$ cat src/rtl/pipe_pkg.sv
// Shared definitions for the pipeline hazard controller: field widths,
// forwarding-select encoding and the memory-wait FSM states.
package pipe_pkg;

  localparam int REG_W   = 5;
  localparam int LOAD_W  = 3;
  localparam int STORE_W = 2;
  localparam int BR_W    = 3;

  localparam logic [1:0] FWD_RF  = 2'b00;
  localparam logic [1:0] FWD_MEM = 2'b01;
  localparam logic [1:0] FWD_WB  = 2'b10;

  typedef enum logic [1:0] {
    ST_RUN      = 2'd0,
    ST_MEM_WAIT = 2'd1,
    ST_ERR      = 2'd2
  } hz_state_e;

endpackage

$ cat src/rtl/fwd_unit.sv
// Forwarding select for one execute-stage ALU operand. A load result in
// EX/MEM is not available yet, so it never forwards from there; x0 never
// forwards.
module fwd_unit
  import pipe_pkg::*;
(
  input  logic [REG_W-1:0]  rs_e,
  input  logic [REG_W-1:0]  rd_m,
  input  logic              wreg_m,
  input  logic [LOAD_W-1:0] load_m,
  input  logic [REG_W-1:0]  rd_w,
  input  logic              wreg_w,
  output logic [1:0]        fwd_sel
);

  // EX/MEM result wins over writeback data when both match
  always_comb begin
    fwd_sel = FWD_RF;
    if (wreg_m && (rd_m != '0) && (load_m == '0) && (rd_m == rs_e)) begin
      fwd_sel = FWD_MEM;
    end else if (wreg_w && (rd_w != '0) && (rd_w == rs_e)) begin
      fwd_sel = FWD_WB;
    end
  end

endmodule

$ cat src/rtl/pipe_hazard_ctrl.sv
// Stall/flush/forwarding controller for the 5-stage pipeline, with the
// data-memory wait FSM, timeout error and stall/flush event counters.
module pipe_hazard_ctrl
  import pipe_pkg::*;
#(
  parameter int CNT_W       = 32,
  parameter int MEM_TIMEOUT = 255,
  parameter int TO_W        = 8
) (
  input  logic               clk,
  input  logic               rst_n,
  input  logic [REG_W-1:0]   rs1_d,
  input  logic [REG_W-1:0]   rs2_d,
  input  logic               use_r2_d,
  input  logic [REG_W-1:0]   rs1_e,
  input  logic [REG_W-1:0]   rs2_e,
  input  logic [REG_W-1:0]   rd_e,
  input  logic               wreg_e,
  input  logic [LOAD_W-1:0]  load_e,
  input  logic [REG_W-1:0]   rd_m,
  input  logic               wreg_m,
  input  logic [LOAD_W-1:0]  load_m,
  input  logic [STORE_W-1:0] store_m,
  input  logic               br_taken_m,
  input  logic [REG_W-1:0]   rd_w,
  input  logic               wreg_w,
  input  logic               dmem_ready,
  output logic               stall_f,
  output logic               stall_d,
  output logic               stall_e,
  output logic               stall_m,
  output logic               flush_fd,
  output logic               flush_de,
  output logic               flush_em,
  output logic               flush_mw,
  output logic [1:0]         fwd_a,
  output logic [1:0]         fwd_b,
  output logic               mem_err,
  output logic [CNT_W-1:0]   stall_cnt,
  output logic [CNT_W-1:0]   flush_cnt
);

  hz_state_e        state_q, state_d;
  logic [TO_W-1:0]  wait_cnt_q, wait_cnt_d;
  logic             mem_err_q, mem_err_d;
  logic [CNT_W-1:0] stall_cnt_q, stall_cnt_d;
  logic [CNT_W-1:0] flush_cnt_q, flush_cnt_d;

  logic       mem_wait, load_use;
  logic [1:0] fwd_a_raw, fwd_b_raw;

  assign mem_wait = ((load_m != '0) || (store_m != '0)) && !dmem_ready;
  assign load_use = wreg_e && (load_e != '0) && (rd_e != '0) &&
                    ((rd_e == rs1_d) || (use_r2_d && (rd_e == rs2_d)));

  fwd_unit u_fwd_a (
    .rs_e    (rs1_e),
    .rd_m    (rd_m),
    .wreg_m  (wreg_m),
    .load_m  (load_m),
    .rd_w    (rd_w),
    .wreg_w  (wreg_w),
    .fwd_sel (fwd_a_raw)
  );

  fwd_unit u_fwd_b (
    .rs_e    (rs2_e),
    .rd_m    (rd_m),
    .wreg_m  (wreg_m),
    .load_m  (load_m),
    .rd_w    (rd_w),
    .wreg_w  (wreg_w),
    .fwd_sel (fwd_b_raw)
  );

  // Forwarding is pure combinational, forced to regfile while in reset
  assign fwd_a = rst_n ? fwd_a_raw : FWD_RF;
  assign fwd_b = rst_n ? fwd_b_raw : FWD_RF;

  // Hazard priority: error hold, memory wait, branch flush, load-use
  always_comb begin
    stall_f  = 1'b0;
    stall_d  = 1'b0;
    stall_e  = 1'b0;
    stall_m  = 1'b0;
    flush_fd = 1'b0;
    flush_de = 1'b0;
    flush_em = 1'b0;
    flush_mw = 1'b0;
    if (rst_n) begin
      if (state_q == ST_ERR) begin
        stall_f = 1'b1;
        stall_d = 1'b1;
        stall_e = 1'b1;
        stall_m = 1'b1;
      end else if (mem_wait) begin
        stall_f  = 1'b1;
        stall_d  = 1'b1;
        stall_e  = 1'b1;
        stall_m  = 1'b1;
        flush_mw = 1'b1;
      end else if (br_taken_m) begin
        flush_fd = 1'b1;
        flush_de = 1'b1;
        flush_em = 1'b1;
      end else if (load_use) begin
        stall_f  = 1'b1;
        stall_d  = 1'b1;
        flush_de = 1'b1;
      end
    end
  end

  // Memory-wait FSM, timeout counter and event counters
  always_comb begin
    state_d     = state_q;
    wait_cnt_d  = wait_cnt_q;
    mem_err_d   = mem_err_q;
    stall_cnt_d = stall_cnt_q + CNT_W'(stall_f);
    flush_cnt_d = flush_cnt_q + CNT_W'(flush_fd);
    case (state_q)
      ST_RUN: begin
        if (mem_wait) begin
          state_d    = ST_MEM_WAIT;
          wait_cnt_d = TO_W'(1);
        end else begin
          wait_cnt_d = '0;
        end
      end
      ST_MEM_WAIT: begin
        if (!mem_wait) begin
          state_d    = ST_RUN;
          wait_cnt_d = '0;
        end else if (wait_cnt_q == TO_W'(MEM_TIMEOUT)) begin
          state_d    = ST_ERR;
          mem_err_d  = 1'b1;
          wait_cnt_d = '0;
        end else begin
          wait_cnt_d = wait_cnt_q + TO_W'(1);
        end
      end
      ST_ERR: begin
        wait_cnt_d = '0;
      end
      default: begin
        state_d    = ST_RUN;
        wait_cnt_d = '0;
      end
    endcase
  end

  // State registers; reset brings everything back to RUN with no replay
  always_ff @(posedge clk or negedge rst_n) begin
    if (!rst_n) begin
      state_q     <= ST_RUN;
      wait_cnt_q  <= '0;
      mem_err_q   <= 1'b0;
      stall_cnt_q <= '0;
      flush_cnt_q <= '0;
    end else begin
      state_q     <= state_d;
      wait_cnt_q  <= wait_cnt_d;
      mem_err_q   <= mem_err_d;
      stall_cnt_q <= stall_cnt_d;
      flush_cnt_q <= flush_cnt_d;
    end
  end

  assign mem_err   = mem_err_q;
  assign stall_cnt = stall_cnt_q;
  assign flush_cnt = flush_cnt_q;

endmodule

$ cat config.mk
export PLATFORM = sky130hd
export DESIGN_NAME = pipe_hazard_ctrl
export DESIGN_NICKNAME = d
export VERILOG_FILES = /design/src/rtl/pipe_pkg.sv /design/src/rtl/fwd_unit.sv /design/src/rtl/pipe_hazard_ctrl.sv
export SDC_FILE = /design/constraint.sdc
export NUM_CORES = 1
export LEC_CHECK = 0
export CORE_MARGIN = 10
export CORE_UTILIZATION = 35
export CTS_CLUSTER_DIAMETER = 80
export DETAILED_ROUTE_END_ITERATION = 16
export HOLD_SLACK_MARGIN = 0.05
export PLACE_DENSITY = 0.68
export SLEW_MARGIN = 20
export SYNTH_ARGS = -nofsm -noshare
export SYNTH_HDL_FRONTEND = slang
export SYNTH_SLANG_ARGS = --single-unit
$ cat constraint.sdc
create_clock -name clk -period 7.1 [get_ports clk]
set_input_delay 1.42 -clock clk [delete_from_list [all_inputs] [get_ports clk]]
set_output_delay 1.42 -clock clk [all_outputs]
set_load 0.1 [all_outputs]
==> results of run 1 <==
## sequential cells by signal, indices dropped and copies added, names as in the netlist
signal and flops:
flush_cnt 32, mem_err 1, stall_cnt 32, state_q 2
wait_cnt_q 8
## layout make-up
| class | count | share of cell area [%] |
|---|---|---|
| timing repair buffer | 128 | 23.5 |
| clock buffer | 10 | 2.35 |
| tap | 136 | 3.14 |
| multi-input combinational | 263 | 34.5 |
| clock inverter | 6 | 1.61 |
| sequential | 75 | 34.6 |
| inverter | 4 | 0.277 |
## stage by stage
| step | hold slack [ns] | instances | utilization [%] |
|---|---|---|---|
| after floorplan | 0.464 | 346 | - |
| after global placement | 0.455 | 606 | 49.8 |
| after detailed placement | 0.460 | 606 | 49.8 |
| after CTS | 0.478 | 622 | 51.9 |
| after global routing | 0.500 | 622 | 51.9 |
| final | 0.472 | 622 | 51.9 |
## layer usage
layer,share of wire [%],vias up,global-route usage (%)
met3,6.8,10,2.99
met5,0,-,0
met2,51,78,21.9
met1,41,1464,15.3
li1,-,1460,-
met4,1.2,0,4.32
## worst max path at each step
stage / end / slack (ns) / depth (start not counted)
after detailed placement: fwd_b[1] / 1.40 / 6
after floorplan: fwd_b[1] / 0.51 / 4
final: fwd_b[1] / 1.41 / 6
after global routing: fwd_b[1] / 1.28 / 6
after global placement: fwd_b[1] / 1.45 / 6
after CTS: fwd_b[1] / 1.41 / 6
## power by group
part | total (mW) | internal [mW] | switching, mW
Combinational | 0.395 | 0.104 | 0.291
Clock | 0.354 | 0.199 | 0.155
Sequential | 0.499 | 0.457 | 0.0425
## worst register-to-register path, stage by stage, from the launching register on
cell      delay [ns]
dfrtp_1         0.41
nand2b_1        0.20
nand2b_1        0.08
and2_1          0.18
a31o_2          0.17
ha_1            0.29
ha_1            0.24
and4_1          0.30
nand4_2         0.19
or3_4           0.40
nor2_1          0.13
xor2_1          0.16
## synthesized netlist by cell type, drive strengths merged (2+ instances only)
master	count
nand4	16
a21oi	2
nand2	29
nand3	34
inv	4
or4	3
xor2	36
o211ai	2
buf	3
and2	7
ha	5
nor3	10
nor2	21
nand2b	4
nor4	8
xnor2	60
and4	7
dfrtp	75
and3	11
## kinds of logic (layout without fill, tap and decap cells)
| kind of cell | Yosys count | after routing | share of synthesized area, % |
|---|---|---|---|
| flops | 75 | 75 | 49.5 |
| compound gates | 10 | 10 | 1.85 |
| buf+inv | 8 | 148 | 1.09 |
| xor+xnor | 96 | 96 | 22.2 |
| fa+ha+maj | 5 | 5 | 1.65 |
| simple gates | 152 | 152 | 23.8 |
==> out/qor.yml, run 1 <==
worst_setup_path:
  critPathKind: "primary input to output port"
  cp-end-kind: "output port"
  rr_worst_depth: 11
  crit_chain: "clkdlybuf4s50_1 -> or4_1 -> o211ai_1 -> nor4_1 -> nor4_1 -> clkdlybuf4s50_1"
  cp_num_buf_inv: 2
  critPathTopFamily: "buffers and inverters"
  cp_slowest_stage_delay_ns: 1.19
  worstPathMaxFanout: 3
  worst-r2r-setup-slack_ns: 4.28
  worstReg2RegEnd: "stall_cnt[30]"
  rr_startpoint: "state_q[0]"
  cp.arrival_ns: 4.27
  startpoint: "rd_m[0]"
  cp.required_ns: 5.68
  cp-start-kind: "primary input"
  slowest_stage: "clkdlybuf4s50_1"
clocking:
  htree_levels: 3
  cts.sink_count: 75
  hold_buffers: 0
  post_cts_resized: 0
  ctsLongestPathBuffers: 2
  cts_setup_buffers: 0
  root_buffer: "clkbuf_8"
  clkTransAtPathRegs_ns: 0.07
  cts_tree: "done"
  clock_latency_ns: 0.34
  cts_made_buffers: 9
routing:
  final_antenna_net_count: 0
  drtIter0Drc: 137
  drc: 0
  avgViaCountPerCell: 4.84
  drtPass1Iterations: 4
  vias: 3012
  totalWireLength_um: 9690
  drt-wirelength-per-cell_um: 15.6
place:
  post-dp-hpwl_um: 7770
  place_congestion: 0.796
  placed_cell_area_um2: 5210
  io_buffers: 127
  place_worst_setup_slack_ns: 1.40
synthesis:
  ys_ff_latch: 75
  synth.largest_area_cell: "dfrtp_1"
  synth-edff-count: 0
  ys_types: 34
  async_flop_share_pct: 100
  seq_area_frac_synth_pct: 49.5
  synth_cells: 346
  synthTopCellsByArea: "dfrtp_1, xnor2_1, xor2_1"
  synth_top_area_share_pct: 49.5
  synth_warnings: 0
  netlist_area_um2: 3790
  synth_ff_type: "dfrtp_1"
  syn_area_per_cell_um2: 11.0
  syn_nets: 402
finish:
  mostFrequentLayoutCells: "clkdlybuf4s50_1, dfrtp_1, xnor2_1, xor2_1, nand3_1"
  multi_input_area_um2: 1870
  layout_commonest_cell: "clkdlybuf4s50_1"
  nFillCells: 959
  ff_latch_area_um2: 1880
  diodes: 0
  design_area_um2: 5430
  final_nets: 537
  drive_gt1_share_pct: 6.38
  area_growth_pct: 43.1
floorplan:
  fp-row-count: 37
  initial_core_util_pct: 36.2
  chipWidth_um: 124
  die_y_um: 124
  core_area_um2: 10500
  die_area_um2: 15400
  io_pins: 128
worst_hold_path:
  min_from: "flush_cnt[31]"
  min_path_cells: 1
  whs_endpoint: "flush_cnt[31]"
  worst_hold_path_type: "register to register"
global_route:
  grt.overflow.total: 0
  grt_max_degree: 75
  grt_use_total_pct: 12.7
  grt_pass1_vias: 3118
  grt_first_pass_wirelength_um: 15900
  antenna_found_initial: 0
sta:
  fin_ws_ns: 1.41
  fin_tns_setup_ns: 0
  period_needed_ns: 5.69
  finalSetupViolations: 0
  finalHoldViolCount: 0
  clock_skew_ns: 0.0138
  fin_crit_sh_pct: 80.2
  rsz0062_at_grt: "false"
  worst_slew_pin_slew_ns: 1.01
  relSlewSlack_pct: 32.7
  drv_slew: 0
  max_freq_mhz: 176
run_status:
  status: "finished, final reports clean"
flow_run:
  drv_cap: 0
power:
  leakagePower_nw: 2.30
  power_mw: 1.25
  ir_drop_v: 0.000157
  power_density_nw_per_um2: 230
(Power assumes the default switching activity.)
==> run 2: changes to the inputs <==
==> constraint.sdc (replaced) <==
create_clock -name clk -period 5.8 [get_ports clk]
set_input_delay 1.16 -clock clk [delete_from_list [all_inputs] [get_ports clk]]
set_output_delay 1.16 -clock clk [all_outputs]
set_load 0.1 [all_outputs]
==> out/qor.yml, run 2 (same netlist as run 1, synthesis figures left out) <==
power:
  p_sw_mw: 0.602
  combPwrFrac_pct: 32.0
  ir_drop_v: 0.000189
  leakagePower_nw: 2.32
  power_frac_clock_pct: 27.9
  switching_share_pct: 39.4
  p_int_mw: 0.926
  power_density_nw_per_um2: 283
  pwr-share-seq_pct: 40.1
finish:
  drive_gt1_share_pct: 8.25
  nFillCells: 971
  diodes: 0
  final_nets: 537
  area_growth_pct: 42.5
  final_cells: 621
  layout_commonest_cell: "clkdlybuf4s50_1"
  mostFrequentLayoutCells: "clkdlybuf4s50_1, dfrtp_1, xnor2_1, xor2_1, nand3_1"
worst_setup_path:
  cp-end-kind: "output port"
  worstPathMaxFanout: 4
  cp.required_ns: 4.64
  critPathKind: "primary input to output port"
  rr_startpoint: "state_q[0]"
  worstReg2RegEnd: "flush_cnt[30]"
  rr_worst_depth: 9
  cp-start-kind: "primary input"
  cp.arrival_ns: 3.39
  worst-r2r-setup-slack_ns: 2.89
place:
  place_congestion: 0.812
  placed_cells: 606
  post-dp-hpwl_um: 7730
  io_buffers: 127
global_route:
  grt_use_total_pct: 12.9
  gr-usage-met1_pct: 16.0
  grt_max_degree: 45
  grt.overflow.total: 0
  grt_first_pass_wirelength_um: 16000
  antenna_found_initial: 0
  grt.busiest_layer: "met2"
  grt_pass1_vias: 3114
  use_met3_pct: 4.12
  use_met2_pct: 20.8
worst_hold_path:
  min_from: "flush_cnt[31]"
  worst_hold_path_type: "register to register"
  whs_endpoint: "flush_cnt[31]"
  min_path_cells: 1
floorplan:
  die_y_um: 124
  core_area_um2: 10500
  fp-row-count: 37
  io_pins: 128
  initial_core_util_pct: 36.2
  die_area_um2: 15400
  chipWidth_um: 124
clocking:
  root_buffer: "clkbuf_8"
  post_cts_resized: 0
  htree_levels: 3
  cts_tree: "done"
  cts_made_buffers: 9
  cts.sink_count: 75
  clkTransAtPathRegs_ns: 0.07
  clock_latency_ns: 0.34
  ctsLongestPathBuffers: 2
  cts_setup_buffers: 0
  hold_buffers: 0
sta:
  drv_slew: 0
  fin_tns_setup_ns: 0
  holdWs_ns: 0.471
  relSlewSlack_pct: 31.1
  rsz0062_at_grt: "false"
  fin_crit_sh_pct: 78.4
  worst_slew_pin_slew_ns: 1.03
  finalSetupViolations: 0
  clock_skew_ns: 0.0131
  period_needed_ns: 4.55
  max_freq_mhz: 220
  finalHoldViolCount: 0
routing:
  avgViaCountPerCell: 4.81
  drtIter0Drc: 198
  vias: 2987
  drc: 0
  totalWireLength_um: 9730
  final_antenna_net_count: 0
  drtPass1Iterations: 4
  drt-wirelength-per-cell_um: 15.7
flow_run:
  drv_cap: 0
run_status:
  status: "finished, final reports clean"
==> run 2: cell types whose count changed in the layout (fill, tap and decap cells not counted) <==
cell	delta
clkdlybuf4s50_1	-9
nor4_1	-1
inv_6	-1
buf_4	+9
nor4_2	+1
==> run 2: worst max-delay path by stage <==
stage,start,to,slack [ns],depth (start not counted)
floorplan,load_m[1],flush_fd,0.30,4
global placement,load_m[1],stall_m,1.30,6
detailed placement,load_m[1],stall_e,1.24,6
CTS,load_m[1],stall_e,1.23,6
global route,load_m[1],stall_e,1.07,6
finish,load_m[1],stall_e,1.25,6
==> run 2: layout make-up <==
type | instances | area, µm² | share of cell area, %
multi-input cells | 263 | 1880 | 34.8
flip-flops and latches | 75 | 1880 | 34.7
repair buffers | 128 | 1250 | 23.2
well taps | 136 | 170 | 3.15
clock buffers | 10 | 128 | 2.36
clock inverters | 5 | 78.8 | 1.46
inverters | 4 | 15.0 | 0.278
==> run 2: per-layer routing <==
layer / vias up / routed length, µm
met5: - / 0
met4: 0 / 82
met3: 6 / 676
met2: 79 / 4680
met1: 1442 / 4290
li1: 1460 / -
==> run 2: worst max-delay path, stage by stage <==
cell and delay [ns]:
clkdlybuf4s50_1 0.40, nor3_1 0.34, a21oi_1 0.17, nand2b_1 0.17
and2_1 0.18, clkdlybuf4s50_1 0.98
==> run 2: power groups by stage <==
stage          sequential, mW  clock [mW]  combinational, mW
6_report                0.612       0.427              0.489
5_1_grt                 0.620       0.464              0.507
4_1_cts                 0.611       0.438              0.495
3_5_place_dp            0.621           0              0.495
3_3_place_gp            0.619           0              0.489
2_1_floorplan           0.867           0             0.0808
==> run 2: metrics by stage <==
stage | power [mW] | setup slack, ns | cell area, µm² | utilization (%)
3_3_place_gp | 1.11 | 1.30 | 5200 | 49.7
2_1_floorplan | 0.948 | 0.297 | 3800 | -
4_1_cts | 1.54 | 1.23 | 5400 | 51.6
3_5_place_dp | 1.12 | 1.24 | 5200 | 49.7
6_report | 1.53 | 1.25 | 5400 | 51.6
5_1_grt | 1.59 | 1.07 | 5400 | 51.6
==> run 3: changes to the inputs <==
==> constraint.sdc (replaced) <==
create_clock -name clk -period 4.6 [get_ports clk]
set_input_delay 0.92 -clock clk [delete_from_list [all_inputs] [get_ports clk]]
set_output_delay 0.92 -clock clk [all_outputs]
set_load 0.1 [all_outputs]
==> out/qor.yml, run 3 (same netlist as run 1, synthesis figures left out) <==
run_status:
  status: "finished, final reports clean"
global_route:
  grt_pass1_vias: 3183
  grt_first_pass_wirelength_um: 15500
  grt_use_total_pct: 12.4
  antenna_found_initial: 0
  grt.overflow.total: 0
  grt_max_degree: 45
clocking:
  clkTransAtPathRegs_ns: 0.08
  htree_levels: 3
  post_cts_resized: 0
  cts.sink_count: 75
  ctsLongestPathBuffers: 2
  hold_buffers: 0
  cts_tree: "done"
  cts_made_buffers: 9
  clock_latency_ns: 0.34
  cts_setup_buffers: 0
  root_buffer: "clkbuf_8"
finish:
  area_growth_pct: 44.0
  layout_commonest_cell: "clkdlybuf4s50_1"
  drive_gt1_share_pct: 9.45
  design_area_um2: 5460
  mostFrequentLayoutCells: "clkdlybuf4s50_1, dfrtp_1, xnor2_1, xor2_1, nand3_1"
  final_nets: 538
  diodes: 0
  final_util_pct: 52.2
sta:
  max_freq_mhz: 257
  finalSetupViolations: 0
  finalHoldViolCount: 0
  worst_slew_pin_slew_ns: 1.01
  fin_tns_setup_ns: 0
  relSlewSlack_pct: 32.5
  clock_skew_ns: 0.0108
  rsz0062_at_grt: "false"
  fin_crit_sh_pct: 84.4
  drv_slew: 0
  period_needed_ns: 3.88
worst_setup_path:
  worstSetupPathDepth: 6
  worst-r2r-setup-slack_ns: 1.87
  rr_worst_depth: 11
  worstReg2RegEnd: "stall_cnt[28]"
  slowest_stage: "or4_1"
  cp-start-kind: "primary input"
  cp_num_buf_inv: 2
  rr_startpoint: "state_q[0]"
  endpoint: "fwd_b[1]"
  cp.required_ns: 3.68
  cp-end-kind: "output port"
  crit_chain: "clkdlybuf4s50_1 -> or4_1 -> o211ai_1 -> nor4_1 -> nor4_2 -> buf_12"
  worstPathMaxFanout: 3
  startpoint: "rd_m[0]"
  cp_slowest_stage_delay_ns: 0.57
  critPathTopFamily: "simple AND/OR/NAND/NOR gates"
  critPathKind: "primary input to output port"
  cp.arrival_ns: 2.96
power:
  power_mw: 1.99
  ir_drop_v: 0.000197
  leakagePower_nw: 2.34
  power_density_nw_per_um2: 364
floorplan:
  io_pins: 128
  core_area_um2: 10500
  die_y_um: 124
  chipWidth_um: 124
  die_area_um2: 15400
  fp-row-count: 37
  initial_core_util_pct: 36.2
routing:
  drt-wirelength-per-cell_um: 15.2
  dr_wl_met3_um: 916
  drtPass1Iterations: 4
  top_layer_used: "met4"
  avgViaCountPerCell: 4.85
  vias: 3019
  drtIter0Drc: 182
  totalWireLength_um: 9460
  final_antenna_net_count: 0
  wl_met2_um: 4350
  drc: 0
  wl_met1_um: 4060
place:
  io_buffers: 127
  post-dp-hpwl_um: 7710
  place_congestion: 0.782
  placed_cell_area_um2: 5220
flow_run:
  drv_cap: 0
worst_hold_path:
  worst_hold_path_type: "primary input to asynchronous set/reset pin"
## run 3: how the worst min path moves through the flow
stage,to,cells after the start
floorplan,state_q[0],1
global placement,mem_err,1
detailed placement,mem_err,1
CTS,wait_cnt_q[3],1
global route,wait_cnt_q[3],1
finish,wait_cnt_q[3],1
## run 3: layout make-up
type                       count  area (µm²)
clock buffer                  12         145
clock inverter                 4        97.6
fill                         983        5000
inverter                       4        15.0
multi-input combinational    263        1890
sequential                    75        1880
tap                          136         170
timing repair buffer         129        1270
## run 3: routing by layer
metal | track usage, % | up-vias
li1 | - | 1473
met1 | 14.6 | 1440
met2 | 20.4 | 96
met3 | 4.71 | 10
met4 | 4.53 | 0
met5 | 0 | -
## run 3: worst reg2reg max path: stages (launching register included)
cell,delay [ns]
dfrtp_1,0.41
nand2b_1,0.20
nand2b_1,0.08
and2_1,0.21
a31o_2,0.16
ha_1,0.24
ha_1,0.22
and4_1,0.28
nand4_2,0.19
or3_4,0.39
nor2_1,0.14
xor2_1,0.15
## run 3: report_power, final
| part | switching (mW) | total (mW) | internal, mW |
|---|---|---|---|
| logic | 0.450 | 0.610 | 0.160 |
| clock network | 0.232 | 0.608 | 0.376 |
| registers | 0.0650 | 0.770 | 0.705 |
| total | 0.747 | 1.99 | 1.24 |
## run 3: per-stage QoR
step | cells | setup WS [ns] | hold WS (ns)
after floorplan | 346 | 0.167 | 0.464
after global placement | 607 | 0.594 | 0.454
after detailed placement | 607 | 0.519 | 0.463
after CTS | 623 | 0.709 | 0.377
after global routing | 623 | 0.590 | 0.375
final | 623 | 0.716 | 0.395
